[src/rtl/aes_pkg.sv]
// Shared AES types and constants for the byte-serial / narrow-datapath AES core.
package aes_pkg;

    localparam int unsigned AES_STATE_W = 128;
    localparam int unsigned AES_BYTES   = 16;

    // One 32-bit column; row 0 is the most significant byte.
    typedef logic [31:0] aes_col_t;

    // Full state as four columns. Element 3 is w0 (state[127:96]), element 0 is w3.
    typedef aes_col_t [3:0] aes_state_t;

    // Streaming stage control: collect a state, then emit it.
    typedef enum logic {
        FILL,
        DRAIN
    } fsm_state_e;

endpackage

[src/rtl/inv_shift_rows_comb.sv]
// Purely combinational InvShiftRows on a full 128-bit AES state.
// Output column c, row r takes input column (c - r) mod 4, row r.
module inv_shift_rows_comb
    import aes_pkg::*;
(
    input  logic [AES_STATE_W-1:0] state,
    output logic [AES_STATE_W-1:0] shifted
);

    aes_state_t s_in;
    aes_state_t s_out;

    assign s_in    = state;
    assign shifted = s_out;

    // Column c lives at packed element 3-c; row r is bits [31-8r -: 8] of a column.
    for (genvar c = 0; c < 4; c++) begin : g_col
        for (genvar r = 0; r < 4; r++) begin : g_row
            assign s_out[3-c][31-8*r -: 8] = s_in[3-((c-r+4)%4)][31-8*r -: 8];
        end
    end

endmodule

[src/rtl/inv_shift_row_stream.sv]
// Streaming InvShiftRows stage: buffers one AES state arriving as DATA_W-bit beats,
// permutes it and replays it MSB-first on the output stream.
module inv_shift_row_stream
    import aes_pkg::*;
#(
    parameter int unsigned DATA_W = 16
) (
    input  logic              clk,
    input  logic              rst,
    input  logic [DATA_W-1:0] in_data,
    input  logic              in_valid,
    input  logic              in_last,
    output logic              in_ready,
    output logic [DATA_W-1:0] out_data,
    output logic              out_valid,
    output logic              out_last,
    input  logic              out_ready,
    output logic              frame_err
);

    localparam int unsigned BEATS = AES_STATE_W / DATA_W;
    localparam int unsigned CNT_W = $clog2(BEATS);

    fsm_state_e             state_q, state_d;
    logic [CNT_W-1:0]       cnt_q, cnt_d;
    logic [AES_STATE_W-1:0] in_buf_q, in_buf_d;
    logic [AES_STATE_W-1:0] out_buf_q, out_buf_d;
    logic                   frame_err_q, frame_err_d;

    logic [AES_STATE_W-1:0] in_merged;
    logic [AES_STATE_W-1:0] in_shifted;
    logic [DATA_W-1:0]      out_beats [BEATS];
    logic                   in_fire;
    logic                   out_fire;
    logic                   cnt_at_last;

    // Input buffer with the incoming beat already dropped into slot cnt, so the final
    // beat can be permuted straight into the output buffer on its acceptance edge.
    for (genvar i = 0; i < BEATS; i++) begin : g_slot
        localparam int unsigned Hi = AES_STATE_W - 1 - i * DATA_W;
        assign in_merged[Hi -: DATA_W] = (cnt_q == CNT_W'(i)) ? in_data : in_buf_q[Hi -: DATA_W];
        assign out_beats[i]            = out_buf_q[Hi -: DATA_W];
    end

    inv_shift_rows_comb u_inv_shift_rows (
        .state   (in_merged),
        .shifted (in_shifted)
    );

    assign cnt_at_last = (cnt_q == CNT_W'(BEATS - 1));
    assign in_ready    = (state_q == FILL) && !rst;
    assign in_fire     = in_valid && in_ready;
    assign out_valid   = (state_q == DRAIN);
    assign out_fire    = out_valid && out_ready;
    assign out_last    = out_valid && cnt_at_last;
    assign out_data    = out_valid ? out_beats[cnt_q] : '0;
    assign frame_err   = frame_err_q;

    // Next-state: beat collection, framing check, permuted load and replay.
    always_comb begin
        state_d     = state_q;
        cnt_d       = cnt_q;
        in_buf_d    = in_buf_q;
        out_buf_d   = out_buf_q;
        frame_err_d = 1'b0;
        unique case (state_q)
            FILL: begin
                if (in_fire) begin
                    if (in_last != cnt_at_last) begin
                        // Early or missing in_last: drop the partial state and restart.
                        cnt_d       = '0;
                        frame_err_d = 1'b1;
                    end else if (cnt_at_last) begin
                        out_buf_d = in_shifted;
                        cnt_d     = '0;
                        state_d   = DRAIN;
                    end else begin
                        in_buf_d = in_merged;
                        cnt_d    = cnt_q + CNT_W'(1);
                    end
                end
            end
            DRAIN: begin
                if (out_fire) begin
                    if (cnt_at_last) begin
                        cnt_d   = '0;
                        state_d = FILL;
                    end else begin
                        cnt_d = cnt_q + CNT_W'(1);
                    end
                end
            end
            default: state_d = FILL;
        endcase
    end

    // State registers with synchronous reset.
    always_ff @(posedge clk) begin
        if (rst) begin
            state_q     <= FILL;
            cnt_q       <= '0;
            in_buf_q    <= '0;
            out_buf_q   <= '0;
            frame_err_q <= 1'b0;
        end else begin
            state_q     <= state_d;
            cnt_q       <= cnt_d;
            in_buf_q    <= in_buf_d;
            out_buf_q   <= out_buf_d;
            frame_err_q <= frame_err_d;
        end
    end

endmodule

[config.mk]
export PLATFORM = sky130hd
export DESIGN_NAME = inv_shift_row_stream
export DESIGN_NICKNAME = d
export VERILOG_FILES = /design/src/rtl/aes_pkg.sv /design/src/rtl/inv_shift_rows_comb.sv /design/src/rtl/inv_shift_row_stream.sv
export SDC_FILE = /design/constraint.sdc
export NUM_CORES = 1
export LEC_CHECK = 0
export ABC_AREA = 1
export ABC_CLOCK_PERIOD_IN_PS = 3100
export BUFFER_PORTS_ARGS = -buffer_cell sky130_fd_sc_hd__buf_2
export CAP_MARGIN = 20
export CORE_MARGIN = 2
export CORE_UTILIZATION = 40
export CTS_BUF_LIST = sky130_fd_sc_hd__clkbuf_4 sky130_fd_sc_hd__clkbuf_8
export CTS_CLUSTER_DIAMETER = 80
export DETAILED_ROUTE_END_ITERATION = 10
export SLEW_MARGIN = 20
export SYNTH_ARGS = -nofsm -noshare
export SYNTH_HDL_FRONTEND = slang
export SYNTH_SLANG_ARGS = --single-unit
[constraint.sdc]
create_clock -name clk -period 3.1 [get_ports clk]
set_input_delay 0.155 -clock clk [delete_from_list [all_inputs] [get_ports clk]]
set_output_delay 0.155 -clock clk [all_outputs]
set_load 0.02 [all_outputs]
# Word level (Yosys, flattened, before mapping)
# Index checks and enable logic that the tools add are counted.
dict set report op_classes {
  add_sub_neg 1
  order_cmp 1
  eq_ne 10
  muxes 24
  bitwise 5
  reduce_logical 10
}
# cell count
set ops {}
lappend ops {{two-way mux 16 bit} 11}
lappend ops {{binary-select mux 16 bit (select 3 bit)} 1}
lappend ops {{== test 3 bit (second input constant)} 4}
lappend ops {{two-way mux 3 bit} 4}
lappend ops {{AND reduction 4 bit} 2}
lappend ops {{== test 3 x 2 -> 1 bit (second input constant)} 2}
lappend ops {{two-way mux 1 bit} 6}
lappend ops {{one-hot mux 3 bit (2 select lines)} 1}
lappend ops {{greater-or-equal comparator 4 bit (second input constant)} 1}
lappend ops {{logical AND 1 bit} 4}
lappend ops {{NOT 1 bit} 4}
lappend ops {{NOT 3 -> 4 bit} 1}
lappend ops {{adder 3 x 1 -> 3 bit (second input constant)} 1}
lappend ops {{== test 3 x 1 -> 1 bit (second input constant)} 1}
lappend ops {{logical NOT 3 bit} 1}
lappend ops {{OR reduction 3 bit} 1}
lappend ops {{inequality test 2 x 1 -> 1 bit (second input constant)} 1}
lappend ops {{inequality test 2 bit (second input constant)} 1}
lappend ops {{one-hot mux 1 bit (2 select lines)} 1}
lappend ops {{AND reduction 2 bit} 1}
lappend ops {{logical NOT 1 bit} 1}
lappend ops {{inequality test 1 bit} 1}
dict set report word_totals {
  register_bits 261
  in_bits 21
}

# Longest topological paths before layout
dict set report depth {
  ltp_word 5
  ltp_mapped 13
}

# Hierarchy
# From an unflattened synthesis, not the netlist that was laid out.
dict set report unflattened {
  cells_unflattened 2349
  hier_area_um2 14724.1
}
# module n_inst cells_each area_per_inst_um2 seq_area_each_um2
set by_module_without_submodules {}
lappend by_module_without_submodules {inv_shift_row_stream 1 2221 13763.2 5225.0}
lappend by_module_without_submodules {inv_shift_rows_comb 1 128 960.9 0.0}

# Worst setup path before layout
# OpenSTA, ideal clock, no wires.
dict set report synth_path {
  path_kind {register to register}
  start {register cnt_q[0]}
  end {register out_buf_q[16], in the netlist out_beats[16]}
  t_arrival_ns 2.215
  required_time_ns 2.987
  setup_slack_ns 0.773
  stages_incl_launch_ff 14
  synth_period_minus_slack_ns 2.327
  cell_sequence {dfxtp_1 ha_1 ha_1 inv_1 clkbuf_1 ha_1 inv_1 nand2_1 nor2_4 buf_6 buf_2 nand2_1 nand2_1 nor2_1}
}
dict set report synth_between {
  elab_chain_cells 4
}
# item line_no
set synth_rtl {}
lappend synth_rtl {{start: declaration} inv_shift_row_stream.sv:25} ;# logic [CNT_W-1:0] cnt_q, cnt_d;
lappend synth_rtl {{start signal: assignment} inv_shift_row_stream.sv:107} ;# cnt_q <= cnt_d;
lappend synth_rtl {{== test 3 bit} inv_shift_row_stream.sv:50} ;# assign cnt_at_last = (cnt_q == CNT_W'(BEATS - 1));
lappend synth_rtl {{inequality test 1 bit} inv_shift_row_stream.sv:69} ;# if (in_last != cnt_at_last) begin
lappend synth_rtl {{NOT 1 bit (no source line)} -}
lappend synth_rtl {{AND reduction 4 bit (no source line)} -}
lappend synth_rtl {{end signal: assignment} inv_shift_row_stream.sv:109} ;# out_buf_q <= out_buf_d;
lappend synth_rtl {{end: declaration} inv_shift_row_stream.sv:27} ;# logic [AES_STATE_W-1:0] out_buf_q, out_buf_d;
# Several ways; a longest one is shown, not always the timed one.
# A chain may end at the register's enable or synchronous reset.

# Final worst setup path
dict set report layout_path {
  start {register cnt_q[0]}
  end {output port out_data[6]}
}
dict set report layout_between {
  elab_chain_cells 5
}
# item line_no
set layout_rtl {}
lappend layout_rtl {{NOT 3 -> 4 bit (not written as such)} inv_shift_row_stream.sv:56} ;# assign out_data = out_valid ? out_beats[cnt_q] : '0;
lappend layout_rtl {{binary-select mux 16 bit (select 3 bit)} inv_shift_row_stream.sv:56}
lappend layout_rtl {{two-way mux 16 bit (not written as such) (2 in a row)} inv_shift_row_stream.sv:56}
lappend layout_rtl {{two-way mux 16 bit} inv_shift_row_stream.sv:56}
lappend layout_rtl {{end: declaration} inv_shift_row_stream.sv:14} ;# output logic [DATA_W-1:0] out_data,
# Every way passes these cells. The select of a mux whose other input is x is not followed.

==> flow_summary.ini <==
[status]
status = finished, final reports clean

[yosys]
synth_edf_count = 0
yosys.cell_types.count = 22
synth-simple-area-share = 0.401
ys.flop_type = dfxtp_1
synth_top_family_by_area = simple AND/OR/NAND/NOR gates
synth.area.mux_share = 0
async_reset_ff_frac = 0
synth_compound_area_frac = 0.0593
synth_warnings = 0
synthesis.area_mm2 = 0.0134
synth_top_area_frac = 0.390
synthesis.nets = 2243
synth_area_leader_cell = dfxtp_1
syn_inst = 2214
synth-seq-area-share = 0.390
ys_top_cells_by_area = dfxtp_1 39%, nand2_1 24%, nor2_1 9.1%, inv_1 8.8%, o21ai_0 4.7%
synth_fa_ha_area_frac = 0.00748
synth_seq_cells = 261
synth_xor_area_frac = 0
avgSynthCellArea_um2 = 6.04

[layout]
multi_input_area_mm2 = 0.00627
fin_cells = 2676
layout-drive-gt1-share = 0.0730
register_area_mm2 = 0.00523
diodes = 0
syn_to_final_growth_pct = 10.4
fin_nets = 2232
nFillCells = 3671
post-route-util = 0.452

[clock_tree]
clock_path_buffers = 3
clock_latency_ps = 560
clk_pin_slew_ps = 60
clkSinkCount = 261
post-cts-setup-buffer-count = 0
cts_inserted_buffers = 48
tritoncts = yes
root_buffer = clkbuf_8
cts.htree.levels = 2

[power_and_ir_drop]
p_per_area_mw_per_mm2 = 505
pwr-share-clk = 0.451
pwr-share-seq = 0.463
ir_worst_vdd_v = 0.000254
pwr-share-comb = 0.085
p_switching_uw = 1860
finalPower_uw = 7460
swShare = 0.250
leakagePower_uw = 0.00734
internal_power_uw = 5600

[setup_path]
worst_ep_arrival_time_ps = 2810
critPathCaptureType = output port
cp_max_fo = 68
crit_chain = buf_8 -> inv_2 -> buf_4 -> nand2_1 -> nand3_1 -> nand2_1 -> nor2_1 -> nor2_1 -> buf_2
reg2reg_from = cnt_q[0]
cpMaxStageDelayCell = buf_8
startpoint_type = flip-flop
critical-path-max-stage-delay_ps = 400
worstSetupPathType = flip-flop to output port
worstPathRequired_ps = 2940
crit_start = cnt_q[0]

[sta]
fmax_mhz = 338
skew_ps = 13.4
finalHoldViolCount = 0
slew_violations = 0
period_needed_ps = 2960
setup_viol = 0
max-slew-margin-rel = 0.462
fin_crit_sh = 0.955
setup-tns-final_ps = 0
rsz0062_at_grt = false
worst_pin_slew_ps = 807

[route]
first_pass_iters = 4
wirelength_met1_um = 17300
antenna_left = 0
wl_met2_um = 16300
vias_per_cell = 4.70
wl_um = 36400
wl_per_cell_um = 13.6
wl_met3_um = 1930
highest_layer = met5
num_vias = 12580
post-route-drc-count = 0
drt-initial-drc-count = 683

[placed_design]
gp_congestion = 0.777
detailed_place_hpwl_um = 21200
portBuffers = 40
numPlacedInstances = 2593

[job]
maxCapViolations = 0

[die]
die_h_um = 187
die_w_um = 187
start_util = 0.409
core-area_mm2 = 0.0327
die_area_mm2 = 0.0349
row_count = 66
ios = 41

[min_path]
hold_start = rst
min_path_type = input port to flip-flop

[grt]
grt_max_degree = 129
grtUsageTotal = 0.207
grt_pass1_wl_um = 59400
grt_pass1_vias = 11512
grt-ovfl-total = 0
grt_antenna_before_repair = 3
-- state kept, by name (all words and copies together), names as in the netlist --
| signal | flops |
|---|---|
| cnt_q | 3 |
| frame_err | 1 |
| in_buf_q | 128 |
| out_beats | 128 |
| out_valid | 1 |
-- power by group through the flow --
stage | clock, uW | sequential [uW] | combinational (uW)
after global placement | 0 | 3530 | 622
after CTS | 3440 | 3460 | 639
final | 3370 | 3460 | 637
after floorplan | 0 | 3530 | 473
after detailed placement | 0 | 3530 | 633
after global routing | 3610 | 3460 | 740
-- timing repair --
action                     4_1_cts  5_1_grt
pin swaps                        0        0
resized for setup                1        4
setup endpoints to repair        6        5
hold endpoints to repair         1        0
hold buffers                     2        0
gates cloned                     0        0
-- final cells by class --
class / instances / area share
multi-input cells: 1504 / 0.424
clock buffers: 78 / 0.0655
clock inverters: 3 / 0.00102
well taps: 442 / 0.0374
flip-flops and latches: 261 / 0.354
repair buffers: 74 / 0.0376
inverters: 314 / 0.0803
-- path summary, 6_finish.rpt --
kind         cells past startpoint      endpoint  slack [ps]
max                              9   out_data[6]         140
min                              2  in_buf_q[78]          70
max reg2reg                      9  in_buf_q[63]         550
min reg2reg                      2  in_buf_q[76]         460
-- Yosys cell counts, types with 5 or more instances --
library cell	instances
a21oi_1	19
and3_1	73
buf_1	17
buf_2	67
buf_4	5
buf_6	15
clkbuf_1	31
dfxtp_1	261
ha_1	8
inv_1	312
nand2_1	855
nand3_1	85
nor2_1	324
o21a_1	9
o21ai_0	126
-- critical path, delay by kind of cell (launching register included) --
family,cells,cell delay [ps]
DFF,1,350
and+or+nand+nor,5,770
buffers and inverters,4,1100
-- metrics by stage --
| step | cell area (um^2) | setup WS, ps | hold WS, ps |
|---|---|---|---|
| floorplan | 13400 | 773 | 312 |
| global placement | 13800 | 471 | 435 |
| detailed placement | 13800 | 435 | 444 |
| CTS | 14800 | 37.2 | 48.4 |
| global route | 14800 | 13.8 | 77.1 |
| finish | 14800 | 139 | 69.7 |
-- layout by cell type, fill, tap and decap left out --
master         synthesis  final
nand3_1               85     85
dlygate4sd3_1          0      2
nor2_8                 1      1
buf_12                 0      7
nand2_2                1      1
nor2_1               324    322
clkinv_2               0      3
and3_1                73     73
nor2_2                 0      2
o21a_1                 9      9
inv_1                312    311
buf_2                 67     40
nor2_4                 1      1
nand4_1                1      1
a21oi_1               19     19
inv_4                  0      1
clkbuf_4               0     17
nand2_1              855    855
dfxtp_1              261    260
o21ai_0              126    126
clkbuf_8               0     61
dfxtp_2                0      1
inv_6                  0      1
inv_2                  1      1
buf_4                  5     24
buf_8                  0      1
ha_1                   8      8
nand3_4                0      1
-- layer usage --
layer / global-route usage / vias to the layer above
met5: 0 / -
met1: 0.280 / 5672
li1: - / 6551
met2: 0.341 / 282
met4: 0.0662 / 2
met3: 0.0295 / 73
-- logic make-up (layout without fill, tap and decap cells) --
kind of cell,count (synthesis),after routing
buf+inv,449,469
simple gates,1342,1342
flops,261,261
fa+ha+maj,8,8
compound gates,154,154
(Power assumes the default switching activity.)
